<file path="config.mk">
export PLATFORM = sky130hd
export DESIGN_NAME = mem_port_arbiter
export DESIGN_NICKNAME = d
export VERILOG_FILES = /design/src/rtl/mem_arb_pkg.sv /design/src/rtl/mem_arb_pick.sv /design/src/rtl/mem_port_arbiter.sv
export SDC_FILE = /design/constraint.sdc
export NUM_CORES = 1
export LEC_CHECK = 0
export ABC_AREA = 1
export CORE_AREA = 2 2 289 291
export CTS_BUF_LIST = sky130_fd_sc_hd__clkbuf_2 sky130_fd_sc_hd__clkbuf_4 sky130_fd_sc_hd__clkbuf_8
export CTS_CLUSTER_SIZE = 16
export DETAILED_ROUTE_END_ITERATION = 10
export DIE_AREA = 0 0 291 293
export HOLD_SLACK_MARGIN = 0.12
export SKIP_CTS_REPAIR_TIMING = 1
export SYNTH_ARGS = -nofsm -noshare
export SYNTH_HDL_FRONTEND = slang
export SYNTH_SLANG_ARGS = --single-unit
</file>
<file path="constraint.sdc">
create_clock -name clk -period 1.32 [get_ports clk]
set_input_delay 0.33 -clock clk [delete_from_list [all_inputs] [get_ports clk]]
set_output_delay 0.33 -clock clk [all_outputs]
set_load 0.005 [all_outputs]
</file>
<file path="src/rtl/mem_arb_pkg.sv">
// Shared definitions for the main-memory port arbiter: FSM state encoding,
// default line address/data widths and the requester side encoding.
package mem_arb_pkg;

  localparam int MEM_ADDR_W = 28;
  localparam int MEM_DATA_W = 128;

  localparam logic SIDE_I = 1'b0;
  localparam logic SIDE_D = 1'b1;

  typedef enum logic [2:0] {
    ST_IDLE   = 3'd0,
    ST_ACC_I  = 3'd1,
    ST_ACC_D  = 3'd2,
    ST_RESP_I = 3'd3,
    ST_RESP_D = 3'd4
  } arb_state_t;

endpackage

</file>
<file path="src/rtl/mem_arb_pick.sv">
// Combinational 2-way picker between the I-side and D-side requests.
// Optional feature macro: MEM_ARB_ROUND_ROBIN_EN. When defined, a tie goes to
// the side named by i_prio (the side not served last); otherwise D always wins.
module mem_arb_pick
  import mem_arb_pkg::*;
(
  input  logic i_req_ic,
  input  logic i_req_dc,
  input  logic i_prio,
  output logic o_side,
  output logic o_valid
);

`ifndef MEM_ARB_ROUND_ROBIN_EN
  // Fixed priority ignores the pointer; keep it visibly consumed.
  logic w_unused_prio;
  assign w_unused_prio = i_prio;
`endif

  // Select the winning side among the pending requests.
  always_comb begin
    o_valid = i_req_ic | i_req_dc;
    o_side  = SIDE_D;
    if (i_req_ic && i_req_dc) begin
`ifdef MEM_ARB_ROUND_ROBIN_EN
      o_side = i_prio;
`else
      o_side = SIDE_D;
`endif
    end else if (i_req_ic) begin
      o_side = SIDE_I;
    end else begin
      o_side = SIDE_D;
    end
  end

endmodule

</file>
<file path="src/rtl/mem_port_arbiter.sv">
// Shares one main-memory line port between the I-cache refill path and the
// D-cache refill/write-back path. One transaction at a time; all outputs are
// registered. Optional feature macro: MEM_ARB_ROUND_ROBIN_EN (round-robin on
// simultaneous requests instead of fixed D-side priority).
module mem_port_arbiter
  import mem_arb_pkg::*;
#(
  parameter int ADDR_W = MEM_ADDR_W,
  parameter int DATA_W = MEM_DATA_W
) (
  input  logic              clk,
  input  logic              rst,
  input  logic              i_req,
  input  logic [ADDR_W-1:0] i_addr,
  output logic [DATA_W-1:0] i_rdata,
  output logic              i_ready,
  input  logic              d_req,
  input  logic              d_wen,
  input  logic [ADDR_W-1:0] d_addr,
  input  logic [DATA_W-1:0] d_wdata,
  output logic [DATA_W-1:0] d_rdata,
  output logic              d_ready,
  output logic              mem_read,
  output logic              mem_write,
  output logic [ADDR_W-1:0] mem_addr,
  output logic [DATA_W-1:0] mem_wdata,
  input  logic [DATA_W-1:0] mem_rdata,
  input  logic              mem_ready,
  output logic              busy
);

  arb_state_t        r_state, w_state_nxt;
  logic              r_mem_read, w_mem_read_nxt;
  logic              r_mem_write, w_mem_write_nxt;
  logic [ADDR_W-1:0] r_mem_addr, w_mem_addr_nxt;
  logic [DATA_W-1:0] r_mem_wdata, w_mem_wdata_nxt;
  logic [DATA_W-1:0] r_i_rdata, w_i_rdata_nxt;
  logic [DATA_W-1:0] r_d_rdata, w_d_rdata_nxt;
  logic              r_i_ready, w_i_ready_nxt;
  logic              r_d_ready, w_d_ready_nxt;
  logic              r_busy, w_busy_nxt;
  logic              w_prio;
  logic              w_pick_side;
  logic              w_pick_valid;
  logic              w_grant;

  mem_arb_pick u_pick (
    .i_req_ic (i_req),
    .i_req_dc (d_req),
    .i_prio   (w_prio),
    .o_side   (w_pick_side),
    .o_valid  (w_pick_valid)
  );

  assign w_grant = (r_state == ST_IDLE) && w_pick_valid;

`ifdef MEM_ARB_ROUND_ROBIN_EN
  logic r_prio;

  // Round-robin pointer: after each grant the other side is favoured on a tie.
  always_ff @(posedge clk) begin
    if (rst) begin
      r_prio <= SIDE_D;
    end else if (w_grant) begin
      r_prio <= ~w_pick_side;
    end else begin
      r_prio <= r_prio;
    end
  end

  assign w_prio = r_prio;
`else
  assign w_prio = SIDE_D;
`endif

  // Next-state and next-output computation for the arbitration FSM.
  always_comb begin
    w_state_nxt     = r_state;
    w_mem_read_nxt  = r_mem_read;
    w_mem_write_nxt = r_mem_write;
    w_mem_addr_nxt  = r_mem_addr;
    w_mem_wdata_nxt = r_mem_wdata;
    w_i_rdata_nxt   = r_i_rdata;
    w_d_rdata_nxt   = r_d_rdata;
    w_i_ready_nxt   = 1'b0;
    w_d_ready_nxt   = 1'b0;
    case (r_state)
      ST_IDLE: begin
        if (w_grant && (w_pick_side == SIDE_I)) begin
          w_mem_addr_nxt  = i_addr;
          w_mem_read_nxt  = 1'b1;
          w_mem_write_nxt = 1'b0;
          w_state_nxt     = ST_ACC_I;
        end else if (w_grant) begin
          w_mem_addr_nxt  = d_addr;
          w_mem_wdata_nxt = d_wdata;
          w_mem_read_nxt  = ~d_wen;
          w_mem_write_nxt = d_wen;
          w_state_nxt     = ST_ACC_D;
        end else begin
          w_state_nxt = ST_IDLE;
        end
      end
      ST_ACC_I: begin
        if (mem_ready) begin
          w_mem_read_nxt = 1'b0;
          w_i_rdata_nxt  = mem_rdata;
          w_i_ready_nxt  = 1'b1;
          w_state_nxt    = ST_RESP_I;
        end else begin
          w_state_nxt = ST_ACC_I;
        end
      end
      ST_ACC_D: begin
        if (mem_ready) begin
          // Write-backs return no data, so d_rdata keeps its previous line.
          if (r_mem_read) begin
            w_d_rdata_nxt = mem_rdata;
          end else begin
            w_d_rdata_nxt = r_d_rdata;
          end
          w_mem_read_nxt  = 1'b0;
          w_mem_write_nxt = 1'b0;
          w_d_ready_nxt   = 1'b1;
          w_state_nxt     = ST_RESP_D;
        end else begin
          w_state_nxt = ST_ACC_D;
        end
      end
      ST_RESP_I: w_state_nxt = ST_IDLE;
      ST_RESP_D: w_state_nxt = ST_IDLE;
      default: begin
        w_mem_read_nxt  = 1'b0;
        w_mem_write_nxt = 1'b0;
        w_state_nxt     = ST_IDLE;
      end
    endcase
    w_busy_nxt = (w_state_nxt != ST_IDLE);
  end

  // State and registered-output update with synchronous reset.
  always_ff @(posedge clk) begin
    if (rst) begin
      r_state     <= ST_IDLE;
      r_mem_read  <= 1'b0;
      r_mem_write <= 1'b0;
      r_mem_addr  <= '0;
      r_mem_wdata <= '0;
      r_i_rdata   <= '0;
      r_d_rdata   <= '0;
      r_i_ready   <= 1'b0;
      r_d_ready   <= 1'b0;
      r_busy      <= 1'b0;
    end else begin
      r_state     <= w_state_nxt;
      r_mem_read  <= w_mem_read_nxt;
      r_mem_write <= w_mem_write_nxt;
      r_mem_addr  <= w_mem_addr_nxt;
      r_mem_wdata <= w_mem_wdata_nxt;
      r_i_rdata   <= w_i_rdata_nxt;
      r_d_rdata   <= w_d_rdata_nxt;
      r_i_ready   <= w_i_ready_nxt;
      r_d_ready   <= w_d_ready_nxt;
      r_busy      <= w_busy_nxt;
    end
  end

  assign mem_read  = r_mem_read;
  assign mem_write = r_mem_write;
  assign mem_addr  = r_mem_addr;
  assign mem_wdata = r_mem_wdata;
  assign i_rdata   = r_i_rdata;
  assign d_rdata   = r_d_rdata;
  assign i_ready   = r_i_ready;
  assign d_ready   = r_d_ready;
  assign busy      = r_busy;

endmodule

</file>
# --- After elaboration in Yosys (flattened, before gate mapping) ---
# Index checks and enable logic that the tools add are counted.
word_totals:
  regBits: 420
  latchBits: 0
  mem_bits_rw: 0
  mem_bits_ro: 0
  inputBits: 318
  out_inout_bits: 417
  word_cells: 59
  mem_count: 0
op_classes:
  add_sub_neg: 0
  multipliers: 0
  div: 0
  n_lt_le_gt_ge: 0
  eq_ne: 7
  shift: 0
  muxes: 17
  bitwise_logic: 8
  reduce_logical: 17
op_table:
  columns: ["op", "n"]
  rows:
  - ["$mux 28", 2]
  - ["$reduce_and 3->1", 4]
  - ["$pmux 3 s3", 1]
  - ["$mux 1", 8]
  - ["$reduce_or 2->1", 4]
  - ["$not 1->1", 7]
  - ["$eq 3x2->1 const B", 2]
  - ["$mux 2", 3]
  - ["$pmux 1 s3", 2]
  - ["$reduce_and 2->1", 2]
  - ["$eq 3x1->1 const B", 1]
  - ["$eq 3x3->1 const B", 1]
  - ["$logic_and 1x1->1", 3]
  - ["$logic_not 3->1", 1]
  - ["$mux 3", 1]
  - ["$ne 3x2->1 const B", 1]
  - ["$reduce_bool 3->1", 1]
  - ["$reduce_or 3->1", 1]
  - ["$ne 2x1->1 const B", 1]
  - ["$ne 2x2->1 const B", 1]
  - ["$reduce_bool 2->1", 1]
  - ["$or 1x1->1", 1]

# --- Longest topological paths before layout ---
logic_depth:
  ltp_word: 7
  ltp_mapped: 9
  depth_no_buf: 8

# --- Cells and area by module ---
# Synthesis repeated with hierarchy kept, for this count alone.
hier_totals:
  cells_unflattened: 1929
  area_unflattened_um2: 14789.2
modules_own_cells:
  columns: ["mod", "n_inst", "cells_each", "area_each_um2", "seq_area_each_um2"]
  rows:
  - ["mem_port_arbiter", 1, 1925, 14774.2, 8408.1]
  - ["mem_arb_pick", 1, 4, 15.0, 0.0]

# --- Worst setup path after synthesis ---
# No wires, ideal clock.
synth_path:
  path_kind: "input -> register"
  startpoint: "in rst"
  endpoint: "reg r_i_rdata[109] (netlist: i_rdata[109])"
  setup_time_ps: 65
  arrival_time_ps: 1241
  required_ps: 1255
  slack_ps: 15
  stages: 6
  path_buffers: 3
  cell_sequence: "buf_2 clkinv_1 clkbuf_1 clkbuf_1 o21ai_0 nor2_1"
synth_lines:
  columns: ["item", "line", "text"]
  rows:
  - ["start, declared", "mem_port_arbiter.sv:12", "input logic rst,"]
  - ["end signal, assigned", "mem_port_arbiter.sv:160", "r_i_rdata <= w_i_rdata_nxt;"]
  - ["end, declared", "mem_port_arbiter.sv:37", "logic [DATA_W-1:0] r_i_rdata, w_i_rdata_nxt;"]

# --- Worst setup path after layout ---
layout_path:
  startpoint: "reg r_state[0]"
  endpoint: "reg r_d_rdata[55] (netlist: d_rdata[55])"
layout_between:
  elab_chain_len: 2
layout_rtl:
  columns: ["item", "line", "text"]
  rows:
  - ["start, declared", "mem_port_arbiter.sv:32", "arb_state_t r_state, w_state_nxt;"]
  - ["start signal, assigned", "mem_port_arbiter.sv:155", "r_state <= w_state_nxt;"]
  - ["$eq 3x2->1", "mem_port_arbiter.sv:87", "case (r_state)"]
  - ["$reduce_and 3->1 (no source line)", null, null]
  - ["end signal, assigned", "mem_port_arbiter.sv:161", "r_d_rdata <= w_d_rdata_nxt;"]
  - ["end, declared", "mem_port_arbiter.sv:38", "logic [DATA_W-1:0] r_d_rdata, w_d_rdata_nxt;"]
# No other way between the ends.
# A chain may end at the register's enable or synchronous reset.

==> impl_metrics.toml <==
[global_route]
grt_max_degree = 76
grt_pass1_wl_microns = 95800
grt_pass1_vias = 15128
gr-usage-all-layers_pct = 14.7
grt_overflow_total = 0
antenna_found_initial = 2

[hold_path]
min_path_type = "primary input to flip-flop"
hold_depth = 5
min_from = "rst"
worstHoldEndpoint = "d_rdata[56]"

[finish]
final_nets = 3126
drive_gt1_share_pct = 45.9
synthToLayoutAreaGrowth_pct = 87.7
post-route-util_pct = 34.9
design_area_sq_um = 28600
layoutNonFillerInstCount = 3939

[clock_network]
cts-root-buf = "clkbuf_8"
cts_tree = "built"
h-tree-depth = 3
clock_latency_ns = 0.67
clk_pin_slew_ns = 0.06
cts_buffers = 79
clk_path_buf_depth = 3
cts.sinks = 420

[power]
ir_worst_vdd_uv = 786
p_per_area_nw_per_um2 = 1210
p_leak_nw = 12.1

[synthesis]
syn_inst = 1952
synth_top_area_cell = "dfxtp_1"
ys_ff_latch = 420
ys_top_cells_by_area = "dfxtp_1, a21oi_1, o21ai_0"
ys_types = 22
synth-seq-area-share_pct = 55.2
yosysWarningCount = 0
syn_nets = 2270
syn_area_sq_um = 15200
syn_area_per_cell_sq_um = 7.80
yosysTopAreaCellShare_pct = 55.2

[floorplanning]
die_w_microns = 291
die-area_sq_um = 85300
core_area_sq_um = 81800
start_util_pct = 18.6
fp.dieH_microns = 293
ioPinCount = 735
rows = 105

[sta]
drv_slew = 0
tightest_slew_ns = 0.399
fmax_mhz = 633
clock_skew_ns = 0.0541
fin_hold_ws_ns = 0.163
maxSlewHeadroom_pct = 73.4
setup_viol = 831
rsz0062_at_grt = "true"
worst_slack_ns = -0.259
finalCriticalPeriod_ns = 1.58
finalHoldViolCount = 0
setup_tns_ns = -100.77
post-route-period-util_pct = 120

[worst_setup_path]
worstPathRequired_ns = 1.86
r2r_end = "d_rdata[55]"
critPathKind = "flip-flop to flip-flop"
cp_data_arrival_time_ns = 2.12
r2r_cells = 8
cp-start-kind = "flip-flop"
cp-end-kind = "flip-flop"
r2r_setup_slack_ns = -0.26
reg2reg_from = "r_state[0]"
worst-path-max-fanout = 9

[routing]
wl_per_cell_microns = 18.7
post_drt_via_cell_ratio = 4.19
via_count = 16515
drc = 0
drt_iter0_drc = 544
dr.pass1.iters = 5
routed_wl_microns = 73800
detail-route-antenna-nets = 0

[placed_design]
gp_congestion = 0.843
dp_hpwl_microns = 49300
numPortBuffers = 734
place_inst = 3715
place_area_sq_um = 24700

[outcome]
violations = "negative setup slack"
outcome = "complete, but fails checks"

[job]
cap_viol_max_count = 0
-- critical path, stage by stage (launching register included) --
cell and delay [ns]:
dfxtp_4 0.36, nor2_4 0.10, nand4_1 0.12, buf_6 0.18, buf_16 0.17, buf_12 0.18, buf_12 0.13, o21ai_2 0.12
a21oi_1 0.06
-- synthesized netlist by cell type --
cell type	number
nor2_4	1
clkbuf_2	8
o21ai_0	252
nand3_2	1
clkbuf_1	70
nand2_2	1
nor2_1	265
buf_1	4
a21oi_1	259
inv_2	3
o21ai_1	5
nand4_1	1
nor2_2	1
buf_2	72
clkinv_1	1
buf_6	1
inv_1	164
buf_4	4
nand3_1	218
nand2_1	199
dfxtp_1	420
nor3_1	2
-- sequential cells by signal, indices dropped and copies added (netlist names) --
signal	cells
d_rdata	128
d_ready	1
mem_read	1
mem_wdata	128
mem_addr	28
i_ready	1
i_rdata	128
busy	1
mem_write	1
r_state	3
-- layer usage --
metal	part of all wire (%)	wire, microns	global-route usage, %	up-vias
li1	-	-	-	8105
met1	39	28600	16.1	7663
met2	48	35700	24.9	631
met3	9.6	7050	6.23	114
met4	3.4	2510	6.15	2
met5	0.018	13	0	-
-- cell usage in the layout (no fill, tap or decap), types with 2 or more instances in the layout --
cell type        instances
inv_1                  164
bufinv_16                4
clkbuf_4                24
nand2_1                191
dlygate4sd3_1            4
a21oi_2                 32
diode_2                  2
nand2_2                  8
nor2_4                   6
buf_8                    5
dfxtp_2                400
nand3_1                213
buf_6                  275
inv_2                    2
clkbuf_2               147
clkinv_2                 4
o21ai_2                 53
buf_4                   99
inv_6                    3
nor2_1                 232
clkbuf_16               26
dfxtp_1                  6
buf_2                    3
nor3_1                   2
buf_16                   8
o21ai_1                 17
nand3_2                  5
buf_12                  52
clkdlybuf4s50_1        315
clkbuf_8               103
o21ai_0                178
dfxtp_4                 14
a21oi_1                227
o21ai_4                  9
nor2_2                  29
-- logic make-up (layout without fill, tap and decap cells) --
group,Yosys count,count (layout),synth area share [%]
AO/OA/AOI/OAI,516,516,17.0
buffers and inverters,327,1242,8.87
flip-flops,420,420,55.2
other,0,2,0
AND/OR/NAND/NOR,689,689,18.9
-- where the power goes --
group          internal [W]  switching, W  leakage (nW)
sequential           0.0136      0.000500          3.61
clock               0.00846       0.00585         0.945
combinational       0.00335       0.00282          7.58
-- worst max path at each step --
stage / from / end / slack (ns) / cells after the start
final: r_state[0] / d_rdata[55] / -0.26 / 8
after global routing: r_state[0] / d_rdata[0] / -0.34 / 8
after CTS: mem_addr[26] / mem_addr[26] / -0.79 / 1
after detailed placement: mem_ready / d_rdata[45] / -0.71 / 7
after global placement: mem_ready / d_rdata[45] / -0.74 / 7
after floorplan: rst / i_rdata[109] / 0.01 / 6
-- cell type report --
class	instances	area (sq um)
Antenna cell	2	5.00
Inverter	168	648
Multi-Input combinational cell	1205	6060
Tap cell	1070	1340
Clock inverter	13	193
Sequential cell	420	8960
Timing Repair Buffer	934	9770
Clock buffer	127	1600
Fill cell	8465	53300
-- per-stage QoR --
stage	power, W	setup WS (ns)
CTS	0.0343	-0.793
detailed placement	0.0198	-0.711
finish	0.0345	-0.259
floorplan	0.0159	0.0147
global route	0.0362	-0.337
global placement	0.0198	-0.737
No activity file was read; power rests on OpenSTA's default activity.
